**config.mk**
```make
export PLATFORM = sky130hd
export DESIGN_NAME = car_detector
export DESIGN_NICKNAME = d
export VERILOG_FILES = /design/src/rtl/garage_pkg.sv /design/src/rtl/sensor_debounce.sv /design/src/rtl/car_detector.sv
export SDC_FILE = /design/constraint.sdc
export NUM_CORES = 1
export LEC_CHECK = 0
export BUFFER_PORTS_ARGS = -buffer_cell sky130_fd_sc_hd__buf_2
export CAP_MARGIN = 30
export CORE_ASPECT_RATIO = 1.4
export CORE_MARGIN = 2
export CORE_UTILIZATION = 45
export DETAILED_ROUTE_END_ITERATION = 16
export PLACE_DENSITY = 0.65
export SETUP_SLACK_MARGIN = 0.3
export SLEW_MARGIN = 10
export SYNTH_ARGS = -nofsm -noshare
export SYNTH_HDL_FRONTEND = slang
export SYNTH_SLANG_ARGS = --single-unit
```
**constraint.sdc**
```tcl
create_clock -name clk -period 1.53 [get_ports clk]
set_input_delay 0.0765 -clock clk [delete_from_list [all_inputs] [get_ports clk]]
set_output_delay 0.0765 -clock clk [all_outputs]
set_load 0.05 [all_outputs]
```
**src/rtl/garage_pkg.sv**
```systemverilog
// Shared definitions for the garage entrance logic: detector FSM states and
// the default debounce / timeout constants.
package garage_pkg;

    typedef enum logic [2:0] {
        IDLE,
        IN_A,
        IN_AB,
        IN_B,
        OUT_B,
        OUT_BA,
        OUT_A,
        WAIT_CLEAR
    } state_t;

    localparam int unsigned DEFAULT_DEBOUNCE_CYCLES = 4;
    localparam int unsigned DEFAULT_TIMEOUT_CYCLES  = 1000;

endpackage

```
**src/rtl/sensor_debounce.sv**
```systemverilog
// Two-flop synchronizer followed by a debouncer that only adopts a new level
// after it has persisted for DEBOUNCE_CYCLES consecutive cycles.
module sensor_debounce
    import garage_pkg::*;
#(
    parameter int unsigned DEBOUNCE_CYCLES = DEFAULT_DEBOUNCE_CYCLES
) (
    input  logic clk,
    input  logic reset_n,
    input  logic sensor_raw_i,
    output logic level_o
);

    localparam int unsigned       CNT_W    = $clog2(DEBOUNCE_CYCLES + 1);
    localparam logic [CNT_W-1:0]  CNT_LAST = CNT_W'(DEBOUNCE_CYCLES - 1);

    logic             sync1_q;
    logic             sync2_q;
    logic             level_q;
    logic             level_d;
    logic [CNT_W-1:0] cnt_q;
    logic [CNT_W-1:0] cnt_d;

    always_ff @(posedge clk or negedge reset_n) begin
        if (!reset_n) begin
            sync1_q <= 1'b0;
            sync2_q <= 1'b0;
            level_q <= 1'b0;
            cnt_q   <= '0;
        end else begin
            sync1_q <= sensor_raw_i;
            sync2_q <= sync1_q;
            level_q <= level_d;
            cnt_q   <= cnt_d;
        end
    end

    // Any cycle where the synchronized input agrees with the level restarts the run.
    always_comb begin
        level_d = level_q;
        cnt_d   = '0;
        if (sync2_q != level_q) begin
            if (cnt_q == CNT_LAST) begin
                level_d = sync2_q;
            end else begin
                cnt_d = cnt_q + 1'b1;
            end
        end
    end

    assign level_o = level_q;

endmodule

```
**src/rtl/car_detector.sv**
```systemverilog
// Two-beam car direction detector: debounces both sensors, tracks the beam
// sequence in an FSM and emits one pulse per completed entry or exit.
module car_detector
    import garage_pkg::*;
#(
    parameter int unsigned DEBOUNCE_CYCLES = DEFAULT_DEBOUNCE_CYCLES,
    parameter int unsigned TIMEOUT_CYCLES  = DEFAULT_TIMEOUT_CYCLES
) (
    input  logic clk,
    input  logic reset_n,
    input  logic sensor_a,
    input  logic sensor_b,
    output logic entry_detected,
    output logic exit_detected,
    output logic busy,
    output logic fault
);

    localparam int unsigned        DWELL_W     = $clog2(TIMEOUT_CYCLES + 1);
    localparam logic [DWELL_W-1:0] DWELL_LIMIT = DWELL_W'(TIMEOUT_CYCLES);

    logic               aLevel;
    logic               bLevel;
    logic [1:0]         ab;
    state_t             state_q;
    state_t             state_d;
    logic [DWELL_W-1:0] dwell_q;
    logic [DWELL_W-1:0] dwell_d;
    logic               entry_q;
    logic               entry_d;
    logic               exit_q;
    logic               exit_d;
    logic               fault_q;
    logic               timeout_d;
    logic               tracking;

    sensor_debounce #(.DEBOUNCE_CYCLES(DEBOUNCE_CYCLES)) u_deb_a (
        .clk          (clk),
        .reset_n      (reset_n),
        .sensor_raw_i (sensor_a),
        .level_o      (aLevel)
    );

    sensor_debounce #(.DEBOUNCE_CYCLES(DEBOUNCE_CYCLES)) u_deb_b (
        .clk          (clk),
        .reset_n      (reset_n),
        .sensor_raw_i (sensor_b),
        .level_o      (bLevel)
    );

    assign ab       = {aLevel, bLevel};
    assign tracking = (state_q != IDLE) && (state_q != WAIT_CLEAR);

    always_ff @(posedge clk or negedge reset_n) begin
        if (!reset_n) begin
            state_q <= IDLE;
            dwell_q <= '0;
            entry_q <= 1'b0;
            exit_q  <= 1'b0;
            fault_q <= 1'b0;
        end else begin
            state_q <= state_d;
            dwell_q <= dwell_d;
            entry_q <= entry_d;
            exit_q  <= exit_d;
            fault_q <= fault_q | timeout_d;
        end
    end

    // A timeout overrides whatever the sensors are doing; unlisted combinations hold state.
    always_comb begin
        state_d   = state_q;
        entry_d   = 1'b0;
        exit_d    = 1'b0;
        timeout_d = 1'b0;
        if (tracking && (dwell_q == DWELL_LIMIT)) begin
            state_d   = WAIT_CLEAR;
            timeout_d = 1'b1;
        end else begin
            case (state_q)
                IDLE: begin
                    if (ab == 2'b10)      state_d = IN_A;
                    else if (ab == 2'b01) state_d = OUT_B;
                    else if (ab == 2'b11) state_d = WAIT_CLEAR;
                end
                IN_A: begin
                    if (ab == 2'b11)      state_d = IN_AB;
                    else if (ab == 2'b00) state_d = IDLE;
                end
                IN_AB: begin
                    if (ab == 2'b01)      state_d = IN_B;
                    else if (ab == 2'b10) state_d = IN_A;
                end
                IN_B: begin
                    if (ab == 2'b11) begin
                        state_d = IN_AB;
                    end else if (ab == 2'b00) begin
                        state_d = IDLE;
                        entry_d = 1'b1;
                    end
                end
                OUT_B: begin
                    if (ab == 2'b11)      state_d = OUT_BA;
                    else if (ab == 2'b00) state_d = IDLE;
                end
                OUT_BA: begin
                    if (ab == 2'b10)      state_d = OUT_A;
                    else if (ab == 2'b01) state_d = OUT_B;
                end
                OUT_A: begin
                    if (ab == 2'b11) begin
                        state_d = OUT_BA;
                    end else if (ab == 2'b00) begin
                        state_d = IDLE;
                        exit_d  = 1'b1;
                    end
                end
                WAIT_CLEAR: begin
                    if (ab == 2'b00) state_d = IDLE;
                end
                default: state_d = IDLE;
            endcase
        end
    end

    always_comb begin
        dwell_d = dwell_q;
        if (!tracking || (state_d != state_q)) begin
            dwell_d = '0;
        end else if (dwell_q != DWELL_LIMIT) begin
            dwell_d = dwell_q + 1'b1;
        end
    end

    always_comb begin
        busy           = (state_q != IDLE);
        entry_detected = entry_q;
        exit_detected  = exit_q;
        fault          = fault_q;
    end

endmodule

```
# Word level (Yosys, flattened, before mapping)
# Cells that the tools add are included.
[totals] regBits=28 latchBits=0 mem_bits_rw=0 romBits=0 inputBits=4 output_inout_bits=4 word_cells=72 memories=0
[op_classes] add_sub_neg=3 multipliers=0 div_mod_pow=0 n_lt_le_gt_ge=0 n_eq_ne=18 shifts=0 n_mux=25 bitwise=1 reduce_logical=12
[ops] op="3-bit two-way mux" count=15
[ops] op="10-bit two-way mux" count=2
[ops] op="3-bit case mux with 6 select lines" count=1
[ops] op="3-bit by 2-bit == test with 1-bit output (second input constant)" count=4
[ops] op="3-bit == test (second input constant)" count=4
[ops] op="10-bit by 1-bit adder with 10-bit output (second input constant)" count=1
[ops] op="10-bit == test (second input constant)" count=1
[ops] op="10-bit != test (second input constant)" count=1
[ops] op="1-bit two-way mux" count=7
[ops] op="3-bit by 1-bit adder with 3-bit output (second input constant)" count=2
[ops] op="2-bit == test (second input constant)" count=2
[ops] op="2-bit AND reduction" count=2
[ops] op="2-bit OR reduction" count=2
[ops] op="3-bit by 1-bit == test with 1-bit output (second input constant)" count=1
[ops] op="3-bit zero test" count=1
[ops] op="3-bit != test" count=1
[ops] op="3-bit != test (second input constant)" count=1
[ops] op="3-bit nonzero test" count=1
[ops] op="2-bit by 1-bit == test with 1-bit output (second input constant)" count=1
[ops] op="1-bit logical AND" count=2
[ops] op="2-bit zero test" count=1
[ops] op="1-bit != test" count=2
[ops] op="2-bit nonzero test" count=1
[ops] op="1-bit zero test" count=1
[ops] op="2 further kinds" count=2

# Logic depth before layout (Yosys ltp)
[depth] word_depth=9 mapped_depth=5 ltp_nobuf=5

# By module
# Synthesis repeated with hierarchy kept, for this count alone.
[hier_totals] cells_unflattened=129 hier_area_um2=1457.6
[modules_own_cells] module="car_detector" instances=1 cells_each=103 area_each_um2=1012.2
[modules_own_cells] module="sensor_debounce (u_deb_a)" instances=1 cells_each=13 area_each_um2=229.0
[modules_own_cells] module="sensor_debounce (u_deb_b)" instances=1 cells_each=13 area_each_um2=216.5

# Worst setup path after synthesis
# No wires, ideal clock.
[synth_timing] path_type="register to register" startpoint="reg dwell_q[2]" endpoint="reg state_q[0]" arrival_time_ps=1280 required_ps=1436 path_slack_ps=156 stages_incl_launch_ff=5 n_path_buf=0 synth_period_minus_slack_ps=1374 cell_sequence="dfrtp_1 and4bb_1 a31oi_1 a31o_1 a221oi_2"
[synth_via] elab_chain_cells=3
[synth_lines] element="start: declaration" line="car_detector.sv:27" source="logic [DWELL_W-1:0] dwell_q;"
[synth_lines] element="start signal: assignment" line="car_detector.sv:63" source="dwell_q <= dwell_d;"
[synth_lines] element="10-bit == test" line="car_detector.sv:76" source="if (tracking && (dwell_q == DWELL_LIMIT)) begin"
[synth_lines] element="1-bit logical AND" line="car_detector.sv:76"
[synth_lines] element="3-bit two-way mux" line="car_detector.sv:76"
[synth_lines] element="via state_d[0]" line="car_detector.sv:26" source="state_t state_d;"
[synth_lines] element="end signal: assignment" line="car_detector.sv:62" source="state_q <= state_d;"
[synth_lines] element="end: declaration" line="car_detector.sv:25" source="state_t state_q;"
# The timed path passes the listed nets, and every way through them passes these cells.
# A chain may end at the register's enable or synchronous reset.

# Worst setup path in the final report
# Same ends and word-level chain as after synthesis.

==> results.py <==
metrics = {
    "timing": {
        "slew_viol_final": 0,
        "setup_viol": 0,
        "whs_ps": 345,
        "slew_headroom_pct": 58.5,
        "clock.fmax_ghz": 0.700,
        "finalSetupTns_ps": 0,
        "skew_ps": 2.44,
        "hold_viol": 0,
        "worst_slew_pin_slew_ps": 623,
        "rsz0062_at_grt": "yes",
        "layout_min_cycle_time_ps": 1430,
        "fin_crit_sh_pct": 93.3,
    },
    "synthesis": {
        "synth.net_count": 134,
        "avgSynthCellArea_um2": 10.5,
        "synth_cells": 126,
        "yosys_warnings": 0,
        "synth.distinct_cells": 32,
        "syn_area_um2": 1320,
        "yosysSeqAreaShare_pct": 53.1,
        "ys_ff_latch": 28,
    },
    "route": {
        "wl_met3_um": 40,
        "top_layer_used": "met4",
        "drcViolationCount": 0,
        "wl_per_cell_um": 13.4,
        "drtIter0Drc": 32,
        "drt-vias-per-instance": 5.19,
        "routed_wl_mm": 2.57,
        "postRouteAntennaNets": 0,
        "drt_pass1_iterations": 4,
        "wl_met2_mm": 1.37,
        "via_count": 996,
        "wl_met1_mm": 1.11,
    },
    "critical_path": {
        "crit_fanout": 3,
        "path_class": "reg2reg",
        "required_ps": 1700,
        "crit_path_start_kind": "flop",
        "arrival_ps": 1600,
        "crit_path_end_kind": "flop",
    },
    "global_routing": {
        "grt_overflow": 0,
        "grtUsageTotal_pct": 16.4,
        "grt_antenna_before_repair": 0,
        "grt_pass1_vias": 903,
        "grt_pass1_wl_mm": 4.10,
        "grt_max_degree": 29,
    },
    "worst_hold_path": {
        "hp-class": "in2async",
    },
    "finish": {
        "syn_to_final_growth_pct": 27.7,
        "fill_cells": 265,
        "n_antenna_cell": 0,
        "drive_gt1_share_pct": 31.0,
        "layout.nets": 164,
        "final_cell_count_no_fill": 192,
        "design_area_um2": 1680,
    },
    "power_and_ir_drop": {
        "ir_drop_v": 0.000806,
        "design_power_total_mw": 3.04,
        "power_density_nw_per_um2": 1800,
        "p_leak_nw": 0.743,
    },
    "placed_design": {
        "dp.cells": 170,
        "dp_hpwl_mm": 1.60,
        "placed_area_um2": 1420,
        "port_buffers": 7,
        "gp_congestion": 0.842,
    },
    "floorplanning": {
        "die-area_um2": 3390,
        "core-area_um2": 2820,
        "die_w_um": 49.8,
        "rows": 23,
        "die_y_um": 68.1,
        "io_pins": 8,
        "initial_core_util_pct": 46.8,
    },
    "clock_tree": {
        "clkTransAtPathRegs_ps": 90,
        "cts-root-buf": "clkbuf_8",
        "clkLatencyLatePin_ps": 270,
        "cts_tree": "yes",
        "numCtsBuffers": 3,
        "cts_sinks": 28,
        "cts_buffer_depth": 2,
        "htree_levels": 1,
    },
    "flow_run": {
        "max_cap_viol_count": 0,
    },
    "status": {
        "status": "finished clean",
    },
}
## state kept, by name (all words and copies together), names as in the netlist
signal	cells
exit_detected	1
u_deb_a.cnt_q	3
state_q	3
entry_detected	1
u_deb_b.level_o	1
u_deb_b.sync1_q	1
dwell_q	10
u_deb_b.cnt_q	3
u_deb_a.sync2_q	1
fault	1
u_deb_a.sync1_q	1
u_deb_a.level_o	1
u_deb_b.sync2_q	1
## worst max-delay path, cell delays in order, from the launching register on
cell      delay [ps]
dfrtp_1          400
and4bb_2         340
a31oi_2          110
a31o_1           210
a221oi_2         260
## cell usage after synthesis
library cell,count,area [um2]
and3_1,1,6.26
and4bb_1,1,12.5
buf_2,5,25.0
o211ai_1,3,22.5
nor4b_1,1,8.76
o31a_1,1,8.76
nor2b_1,4,25.0
nor3b_1,2,15.0
a21oi_1,1,5.00
a32oi_1,1,8.76
mux2_2,2,22.5
a31o_1,1,8.76
nand3b_1,1,7.51
or3b_1,1,8.76
nand2_1,7,26.3
o21ai_0,3,15.0
and4_1,1,8.76
a31oi_1,2,12.5
nand3_1,7,35.0
nand4_1,1,6.26
dfrtp_1,28,701
nand3_2,1,10.0
nor4_1,2,12.5
nor3_1,4,20.0
inv_1,7,26.3
ha_1,4,50.1
xnor2_1,10,87.6
nand2b_1,2,12.5
xor2_1,2,17.5
mux2i_1,1,10.0
nor2_1,18,67.6
a221oi_2,1,15.0
## kinds of logic after synthesis
kind of cell,count (synthesis),share of synthesized area (%)
flip-flops,28,53.1
AO/OA/AOI/OAI,13,7.30
AND/OR/NAND/NOR,54,21.4
multiplexers,3,2.47
buffers and inverters,12,3.89
XOR/XNOR,12,7.97
adder cells (fa/ha/maj),4,3.80
## stage by stage
step / utilization [%] / setup slack, ps
after floorplan: - / 215
after global placement: 50.2 / 123
after detailed placement: 50.2 / 100
after CTS: 56.0 / 146
after global routing: 59.7 / 56.3
final: 59.7 / 102
## power breakdown
part	total (mW)	internal, mW	switching [mW]
clock network	0.452	0.230	0.221
logic	1.59	0.743	0.847
registers	0.994	0.893	0.101
## final cells by class
cell class | instances | area [um2] | share of cell area, %
Timing Repair Buffer | 29 | 238 | 14.1
Tap cell | 37 | 46.3 | 2.75
Multi-Input combinational cell | 87 | 614 | 36.5
Sequential cell | 28 | 704 | 41.8
Inverter | 7 | 26.3 | 1.56
Clock buffer | 4 | 55.1 | 3.27
## path summary, 6_finish.rpt
| check | from | endpoint | slack (ps) | cells past startpoint |
|---|---|---|---|---|
| setup / recovery | dwell_q[2] | state_q[0] | 100 | 4 |
| hold / removal | reset_n | u_deb_b.sync2_q | 340 | 2 |
| setup reg to reg | dwell_q[2] | state_q[0] | 100 | 4 |
| hold reg to reg | u_deb_a.sync1_q | u_deb_a.sync2_q | 350 | 0 |
| max in group asynchronous | reset_n | state_q[2] | 740 | 2 |
| min in group clk | u_deb_a.sync1_q | u_deb_a.sync2_q | 350 | 0 |
## layer usage
| layer | up-vias | GRT usage [%] |
|---|---|---|
| met1 | 494 | 19.5 |
| met3 | 4 | 2.18 |
| met4 | 0 | 11.8 |
| li1 | 489 | - |
| met2 | 9 | 27.3 |
| met5 | - | 0 |
## repair_timing
item / 4_1_cts / 5_1_grt
pin swaps: 3 / 7
hold buffers: 3 / 0
setup buffers: 8 / 6
hold endpoints to repair: 30 / 0
gates cloned: 1 / 0
resized for setup: 6 / 15
endpoints found under the setup margin: 17 / 18
## layout by cell type (no fill, tap or decap), types with 2 or more instances in the layout
| cell type | Yosys | routed |
|---|---|---|
| dfrtp_1 | 28 | 25 |
| buf_4 | 0 | 17 |
| nor2_1 | 18 | 16 |
| xnor2_1 | 10 | 10 |
| inv_1 | 7 | 7 |
| nand3_1 | 7 | 6 |
| nand2_1 | 7 | 6 |
| buf_2 | 5 | 6 |
| nor3_1 | 4 | 4 |
| clkbuf_8 | 0 | 4 |
| nand3_2 | 1 | 3 |
| o211ai_1 | 3 | 3 |
| nor2b_1 | 4 | 3 |
| ha_1 | 4 | 3 |
| dfrtp_2 | 0 | 3 |
| dlygate4sd3_1 | 0 | 3 |
| nor4_1 | 2 | 2 |
| o21ai_1 | 0 | 2 |
| nand2b_1 | 2 | 2 |
| nor3b_1 | 2 | 2 |
| mux2_2 | 2 | 2 |
| xor2_1 | 2 | 2 |
| buf_8 | 0 | 2 |
(Power assumes the default switching activity.)
